<file path="config.mk">
export PLATFORM = sky130hd
export DESIGN_NAME = sysarray_result_drain
export DESIGN_NICKNAME = d
export VERILOG_FILES = /design/src/rtl/sysarray_result_drain_pkg.sv /design/src/rtl/sysarray_result_drain_drain_buffer.sv /design/src/rtl/sysarray_result_drain.sv
export SDC_FILE = /design/constraint.sdc
export NUM_CORES = 1
export LEC_CHECK = 0
export ABC_CLOCK_PERIOD_IN_PS = 21800
export CAP_MARGIN = 25
export CORE_ASPECT_RATIO = 0.9
export CORE_MARGIN = 3
export CORE_UTILIZATION = 39
export DETAILED_ROUTE_END_ITERATION = 6
export DONT_BUFFER_PORTS = 1
export PLACE_DENSITY = 0.57
export SLEW_MARGIN = 20
export SYNTH_ARGS = -nofsm -noshare
export SYNTH_HDL_FRONTEND = slang
export SYNTH_HIERARCHICAL = 1
export SYNTH_SLANG_ARGS = --single-unit
</file>
<file path="constraint.sdc">
create_clock -name clk -period 21.8 [get_ports clk]
set_input_delay 3.27 -clock clk [delete_from_list [all_inputs] [get_ports clk]]
set_output_delay 3.27 -clock clk [all_outputs]
set_load 0.005 [all_outputs]
</file>
<file path="src/rtl/sysarray_result_drain_pkg.sv">
// Shared types and constants for the systolic-array result drain.
// Latency: n/a (declarations only).
// Backpressure: n/a.
package sysarray_result_drain_pkg;

  // Words captured per head: two 4x4 result matrices.
  localparam int ELEMS = 32;
  // Words per matrix. res1 fills k=0..HALF-1 and res2 fills k=HALF..ELEMS-1.
  localparam int HALF  = 16;
  // Width of the word index k.
  localparam int K_W   = $clog2(ELEMS);

  typedef enum logic [1:0] {
    ST_IDLE   = 2'd0,
    ST_STREAM = 2'd1,
    ST_SKIP   = 2'd2,
    ST_NEXT   = 2'd3
  } state_t;

endpackage

</file>
<file path="src/rtl/sysarray_result_drain_drain_buffer.sv">
// Drain buffer: a 32-word snapshot register file with a parallel load port and a
//   combinational read port. Latency: load visible the cycle after load=1; read is 0-cycle.
// Backpressure: none; the owner decides when to load and which word to read.
// Ports:
//   clk      rising-edge clock
//   load     when 1, all ELEMS words are overwritten from load_dat
//   load_dat ELEMS words of DW bits, word k at index k
//   rd_idx   word index for the read port
//   rd_dat   word at rd_idx
module sysarray_result_drain_drain_buffer
  import sysarray_result_drain_pkg::*;
#(
  parameter int DW = 16
) (
  input  logic                      clk,
  input  logic                      load,
  input  logic [ELEMS-1:0][DW-1:0]  load_dat,
  input  logic [K_W-1:0]            rd_idx,
  output logic [DW-1:0]             rd_dat
);

  // Contents have no meaning until the first load, so the array carries no reset.
  logic [ELEMS-1:0][DW-1:0] mem;

  always_ff @(posedge clk) begin
    if (load) begin
      mem <= load_dat;
    end
  end

  assign rd_dat = mem[rd_idx];

endmodule

</file>
<file path="src/rtl/sysarray_result_drain.sv">
// Snapshots both 4x4 result matrices on capture and streams unpruned heads out word by
//   word with a write address. Latency: first word valid 1 cycle after capture.
// Backpressure: valid/ready; while out_valid && !out_ready the word, address and last hold.
// Ports:
//   clk, _reset              clock, asynchronous active-low reset
//   capture, prune_head      1-cycle snapshot strobe and that head's prune decision
//   res1_flat, res2_flat     16 words each, word k at [k*2w +: 2w]
//   out_valid/out_ready      output handshake
//   out_data/out_addr/out_last  word, head_idx*32+k, high on k=31
//   busy                     not idle
//   head_idx                 head the next capture is assigned to
//   prune_mask               bit h set if head h was pruned in the current pass
//   pass_done                1-cycle pulse when the last head of a pass retires
//   overrun                  sticky: a capture arrived while busy and was dropped
module sysarray_result_drain
  import sysarray_result_drain_pkg::*;
#(
  parameter int width  = 8,
  parameter int HEADS  = 4,
  parameter int ADDR_W = 8,
  localparam int HW    = (HEADS > 1) ? $clog2(HEADS) : 1
) (
  input  logic                  clk,
  input  logic                  _reset,
  input  logic                  capture,
  input  logic                  prune_head,
  input  logic [32*width-1:0]   res1_flat,
  input  logic [32*width-1:0]   res2_flat,
  output logic                  out_valid,
  input  logic                  out_ready,
  output logic [2*width-1:0]    out_data,
  output logic [ADDR_W-1:0]     out_addr,
  output logic                  out_last,
  output logic                  busy,
  output logic [HW-1:0]         head_idx,
  output logic [HEADS-1:0]      prune_mask,
  output logic                  pass_done,
  output logic                  overrun
);

  localparam int DW = 2 * width;

  state_t                  state, state_nxt;
  logic [K_W-1:0]          k, k_nxt;
  logic [HW-1:0]           head_q, head_nxt;
  logic [HEADS-1:0]        mask_q, mask_nxt;
  logic                    overrun_q, overrun_nxt;
  logic                    load;
  logic [ELEMS-1:0][DW-1:0] words;
  logic [DW-1:0]           rd_dat;
  logic [ADDR_W-1:0]       addr_raw;

  // Unpack both matrices into one word array: res1 at k=0..15, res2 at k=16..31.
  always_comb begin
    words = '0;
    for (int i = 0; i < HALF; i++) begin
      words[i]        = res1_flat[i*DW +: DW];
      words[i + HALF] = res2_flat[i*DW +: DW];
    end
  end

  sysarray_result_drain_drain_buffer #(
    .DW (DW)
  ) u_drain_buffer (
    .clk      (clk),
    .load     (load),
    .load_dat (words),
    .rd_idx   (k),
    .rd_dat   (rd_dat)
  );

  always_ff @(posedge clk or negedge _reset) begin
    if (!_reset) begin
      state     <= ST_IDLE;
      k         <= '0;
      head_q    <= '0;
      mask_q    <= '0;
      overrun_q <= 1'b0;
    end else begin
      state     <= state_nxt;
      k         <= k_nxt;
      head_q    <= head_nxt;
      mask_q    <= mask_nxt;
      overrun_q <= overrun_nxt;
    end
  end

  always_comb begin
    state_nxt   = state;
    k_nxt       = k;
    head_nxt    = head_q;
    mask_nxt    = mask_q;
    overrun_nxt = overrun_q;
    load        = 1'b0;
    out_valid   = 1'b0;
    pass_done   = 1'b0;

    // A capture outside IDLE is dropped; only the sticky flag records it.
    if (capture && (state != ST_IDLE)) begin
      overrun_nxt = 1'b1;
    end

    case (state)
      ST_IDLE: begin
        if (capture) begin
          load = 1'b1;
          // Head 0 opens a new pass, so stale bits from the previous pass go.
          if (head_q == '0) begin
            mask_nxt = '0;
          end
          mask_nxt[head_q] = prune_head;
          k_nxt            = '0;
          state_nxt        = prune_head ? ST_SKIP : ST_STREAM;
        end
      end
      ST_STREAM: begin
        out_valid = 1'b1;
        if (out_ready) begin
          if (k == K_W'(ELEMS - 1)) begin
            state_nxt = ST_NEXT;
          end else begin
            k_nxt = k + K_W'(1);
          end
        end
      end
      ST_SKIP: begin
        state_nxt = ST_NEXT;
      end
      ST_NEXT: begin
        state_nxt = ST_IDLE;
        if (head_q == HW'(HEADS - 1)) begin
          head_nxt  = '0;
          pass_done = 1'b1;
        end else begin
          head_nxt = head_q + HW'(1);
        end
      end
      default: begin
        state_nxt = ST_IDLE;
      end
    endcase
  end

  // Unsigned, truncated to ADDR_W.
  assign addr_raw = ADDR_W'(head_q) * ADDR_W'(ELEMS) + ADDR_W'(k);

  // Gated by out_valid so the outputs read 0 while idle, including straight after
  // reset when the buffer holds nothing meaningful.
  assign out_data   = out_valid ? rd_dat : '0;
  assign out_addr   = out_valid ? addr_raw : '0;
  assign out_last   = out_valid && (k == K_W'(ELEMS - 1));
  assign busy       = (state != ST_IDLE);
  assign head_idx   = head_q;
  assign prune_mask = mask_q;
  assign overrun    = overrun_q;

endmodule

</file>
* Word-level counts from Yosys, hierarchy flattened
Index checks and enable logic that the tools add are counted.
** Operators by class
- Bitwise gates (word level) :: 0
- $add $sub $neg :: 3
- Reductions and logical operators :: 10
- Divide/modulo/power cells :: 0
- Equal/unequal tests :: 9
- $mul :: 0
- Shift operators :: 0
- Mux-type cells :: 25
- $lt $le $gt $ge :: 3
** Operator list (number)
- binary-select mux 16 bit (select 5 bit) :: 1
- two-way mux 16 bit :: 2
- two-way mux 5 bit :: 3
- two-way mux 4 bit :: 3
- two-way mux 2 bit :: 5
- case mux 5 bit (2 select lines) :: 1
- adder 7 x 5 -> 8 bit :: 1
- two-way mux 8 bit :: 1
- != test 2 bit, second input constant :: 4
- case mux 2 bit (4 select lines) :: 1
- equality test 2 bit, second input constant :: 3
- < comparator 5 x 6 -> 1 bit, second input constant :: 1
- two-way mux 1 bit :: 6
- adder 5 x 1 -> 5 bit, second input constant :: 1
- equality test 5 bit, second input constant :: 1
- bitwise mux 4 bit :: 1
- logical NOT 2 bit :: 2
- AND reduction 4 bit :: 1
- nonzero test 2 bit :: 2
- logical AND 1 bit :: 3
- < comparator 2 x 3 -> 1 bit, second input constant :: 1
- AND reduction 3 bit :: 1
- adder 2 x 1 -> 2 bit, second input constant :: 1
- demux 1 bit (select 2 bit) :: 1
- other kinds (3) :: 3
** Word-level totals
- Input bits :: 517
- Bits in read-only memories :: 0
- Bits in registers :: 526
- Bits in latches :: 0
- Word-level logic and storage cells :: 87
- Memories kept :: 0
- RAM bits :: 0

* Depth between registers and ports, before layout
- Word-level depth :: 5
- Gate-level depth with buffers :: 9
- Mapped depth without buffers :: 6

* Cells and area by module
Netlist, hierarchy kept.
** Modules (own cells, without submodules)
- sysarray_result_drain_drain_buffer :: area an instance 20004.2 µm², sequential area each 15374.7 µm², times used 1, cells each 1081
- sysarray_result_drain :: area an instance 974.7 µm², sequential area each 350.3 µm², times used 1, cells each 105

* Least setup slack after synthesis
No wires, ideal clock.
- Kind :: input port to flip-flop
- Start :: in capture
- End :: reg mask_q[1] (netlist: prune_mask[1])
- Arrival time :: 14788 ps
- Cell stages on the path :: 4
- Path slack :: 6851 ps
- Cells stage by stage :: nand2_1 inv_1 o21ai_0 a32o_1
** On the way
- Cells in the longest elaborated chain, start to end :: 1
** Ends and longest elaborated chain
- start: declaration :: line sysarray_result_drain.sv:25 : input logic capture,
- AND reduction 2 bit (no line)
- end signal: assignment :: line sysarray_result_drain.sv:83 : mask_q <= mask_nxt;
- end: declaration :: line sysarray_result_drain.sv:46 : logic [HEADS-1:0] mask_q, mask_nxt;
Every way passes these cells.
A chain may end at the register's enable or synchronous reset.

* Final worst setup path
- Start :: reg k[0]
- End :: out out_data[5]
** On the way
- Cells in the longest elaborated chain, start to end :: 3
** Ends and longest elaborated chain
- start: declaration :: line sysarray_result_drain.sv:44 : logic [K_W-1:0] k, k_nxt;
- start signal: assignment :: line sysarray_result_drain.sv:81 : k <= k_nxt;
- binary-select mux 16 bit (select 5 bit) :: line sysarray_result_drain_drain_buffer.sv:31 : assign rd_dat = mem[rd_idx];
- two-way mux 16 bit (implied by the code) :: line sysarray_result_drain_drain_buffer.sv:31
- named net rd_dat[5] :: line sysarray_result_drain.sv:50 : logic [DW-1:0] rd_dat;
- two-way mux 16 bit :: line sysarray_result_drain.sv:149 : assign out_data = out_valid ? rd_dat : '0;
- end: declaration :: line sysarray_result_drain.sv:31 : output logic [2*width-1:0] out_data,
The timed path passes the listed nets, and every way through them passes these cells. The select of a mux whose other input is x is not followed.

==> flow_summary.toml <==
[global_route]
grt_usage_pct = 20.52
grt_overflow = 0
antenna_found_initial = 41
grt_first_pass_wirelength_mm = 81.92
grt_max_degree = 171
grt_pass1_vias = 10730

[sta]
fmax_ghz = 0.1263
worst_slew_pin_slew_ns = 1.084
rsz0062_at_grt = "no"
setup_violations = 0
relSlewSlack_pct = 27.75
fin_crit_sh_pct = 36.31
drv_slew = 0
fin_skew_ns = 0.01592
period_needed_ns = 7.915
final.setup.tns_ns = 0
hold_viol = 0

[status]
status = "finished, final reports clean"

[setup_path]
ff2ff_path_depth = 6
endpoint_kind = "output port"
required_ns = 18.53
startpoint = "k[0]$_DFFE_PN0P_"
cp.arrival_ns = 4.65
critPathKind = "reg -> out"
worstSetupStartpointType = "flip-flop"
reg2reg_slack_ns = 18.47
r2r-start = "state[1]$_DFFE_PN0P_"
worstPathMaxFanout = 53
reg2reg_to = "u_drain_buffer/mem[481]$_DFFE_PP_"
setup.worst_path.end = "out_data[5]"

[placement]
detailed_place_hpwl_mm = 43.44
portBuffers = 0
gp_congestion = 0.8295

[synth]
synth_area_per_cell_um2 = 17.69
synth-edff-count = 512
syn_nets = 1712
synth-seq-cells = 526
synthArstFlopShare_pct = 2.662
synthCells = 1186
mappedNetlistArea_um2 = 20980
yosys_warnings = 6
yosysSeqAreaShare_pct = 74.96
synth.distinct_cells = 36
synth_flop_cell = "edfxtp_1"

[die]
io_pins = 552
die_h_um = 226.0
dieArea_um2 = 56610
initial_core_util_pct = 40.05
rows = 79
die_w_um = 250.5
core-area_um2 = 52390

[final_layout]
fillers = 4571
drive_gt1_share_pct = 8.557
syn_to_final_growth_pct = 11.21
final_nets = 1711

[routing]
drt-wirelength-per-cell_um = 31.38
wl_mm = 60.78
ant_nets = 0
drt-initial-drc-count = 774
drc = 0
dr_total_vias = 10770
first_pass_iters = 5
vias_per_cell = 5.561

[clock_network]
clock_latency_ns = 0.61
cts_buffers = 53
clkTransAtPathRegs_ns = 0.06
cts_tree = "built"
clockBufferDepth = 3
htreeDepth = 2
holdBufCountCts = 0
cts-root-buf = "clkbuf_16"
ctsResizeCount = 0
post_cts_buffers = 0
clkSinkCount = 526

[power]
vdd_drop_max_uv = 114.0
p_total_w = 0.003163
p_leak_nw = 7.643
pwr_density_cell_nw_per_um2 = 135.6

[job]
cap_violations = 0

[hold_path]
hold_path_class = "reg -> reg"
## where the power goes
group / internal [W] / switching, W / leakage [nW]
sequential: 0.00136 / 0.0000774 / 4.91
combinational: 0.000260 / 0.000515 / 1.84
clock: 0.000570 / 0.000384 / 0.895
## cell families after synthesis
group,after synthesis,synth area share (%)
buffers and inverters,79,2.851
other,1,0.01788
AND/OR/NAND/NOR,148,3.674
AO/OA/AOI/OAI,160,5.392
multiplexers,263,12.57
adder cells (fa/ha/maj),9,0.5368
flip-flops,526,74.96
## cell usage after synthesis, drive strengths merged, types with 2 or more instances
cell | number | area share (%)
a211oi | 2 | 0.072
mux2 | 4 | 0.21
nor2b | 2 | 0.060
inv | 7 | 0.13
a32o | 2 | 0.095
clkbuf | 13 | 0.23
a22oi | 64 | 2.3
nand2 | 42 | 0.75
nand4 | 16 | 0.48
mux2i | 259 | 12
dfrtp | 14 | 1.7
and2 | 26 | 0.78
edfxtp | 512 | 73
a31oi | 16 | 0.48
nand2b | 6 | 0.18
ha | 9 | 0.54
a21o | 2 | 0.072
nor3 | 16 | 0.38
buf | 59 | 2.5
a21oi | 33 | 0.79
o21ai | 6 | 0.14
a22o | 34 | 1.4
nor2 | 2 | 0.072
nand3 | 33 | 0.79
## registers in the layout, summed over array words and instances (netlist names)
name / flops
overrun: 1
k: 5
prune_mask: 4
u_drain_buffer/mem: 512
head_idx: 2
state: 2
## worst max-delay path, stage by stage, from the launching register on
cell     delay (ns)
dfrtp_4        0.92
buf_4          0.72
buf_4          0.83
mux2i_1        0.28
a22oi_1        0.11
a31oi_1        0.66
nand3_1        0.14
and2_1         0.24
## through the flow
step	worst slack [ns]	area [um^2]	cells	hold slack, ns	utilization (%)
2_1_floorplan	6.851	20980	1186	0.4510	-
3_5_place_dp	14.49	21420	1817	0.4884	40.90
5_1_grt	13.64	23310	1927	0.5250	44.49
4_1_cts	13.81	23250	1914	0.5068	44.38
3_3_place_gp	14.51	21420	1817	0.4879	40.90
6_report	13.88	23330	1937	0.5008	44.54
## final cells by class
| cell class | count | area (um^2) | area share (%) |
|---|---|---|---|
| Timing Repair Buffer | 16 | 152.6 | 0.6543 |
| Inverter | 7 | 33.78 | 0.1448 |
| Tap cell | 688 | 860.8 | 3.690 |
| Sequential cell | 526 | 15730 | 67.42 |
| Clock buffer | 65 | 1371 | 5.878 |
| Antenna cell | 22 | 55.05 | 0.2360 |
| Clock inverter | 32 | 452.9 | 1.941 |
| Multi-Input combinational cell | 581 | 4676 | 20.04 |
## routing by layer
layer	share of wire, %	vias to the layer above	track usage, %
li1	-	4731	-
met1	40	5377	25.81
met2	48	519	32.88
met3	9.9	108	8.441
met4	2.2	36	5.767
met5	0.42	-	0
## how the worst min path moves through the flow
stage	startpoint	end	slack [ns]	cells after the start
finish	overrun$_DFFE_PN0P_	overrun$_DFFE_PN0P_	0.50	1
global route	overrun$_DFFE_PN0P_	overrun$_DFFE_PN0P_	0.53	1
CTS	overrun$_DFFE_PN0P_	overrun$_DFFE_PN0P_	0.51	1
detailed placement	overrun$_DFFE_PN0P_	overrun$_DFFE_PN0P_	0.49	1
global placement	overrun$_DFFE_PN0P_	overrun$_DFFE_PN0P_	0.49	1
floorplan	overrun$_DFFE_PN0P_	overrun$_DFFE_PN0P_	0.45	1
## cell usage in the layout (no fill, tap or decap), types with 12 or more instances in the layout
cell type	Yosys	routed
edfxtp_1	512	512
mux2i_1	259	259
a22oi_1	64	64
clkbuf_16	0	53
nand2_1	42	42
a22o_1	34	34
a21oi_1	33	33
nand3_1	33	33
and2_1	26	25
diode_2	0	22
nor3_1	16	16
a31oi_1	16	16
nand4_1	16	16
buf_4	22	14
dfrtp_1	14	13
clkbuf_1	13	12
No activity file was read; power rests on OpenSTA's default activity.
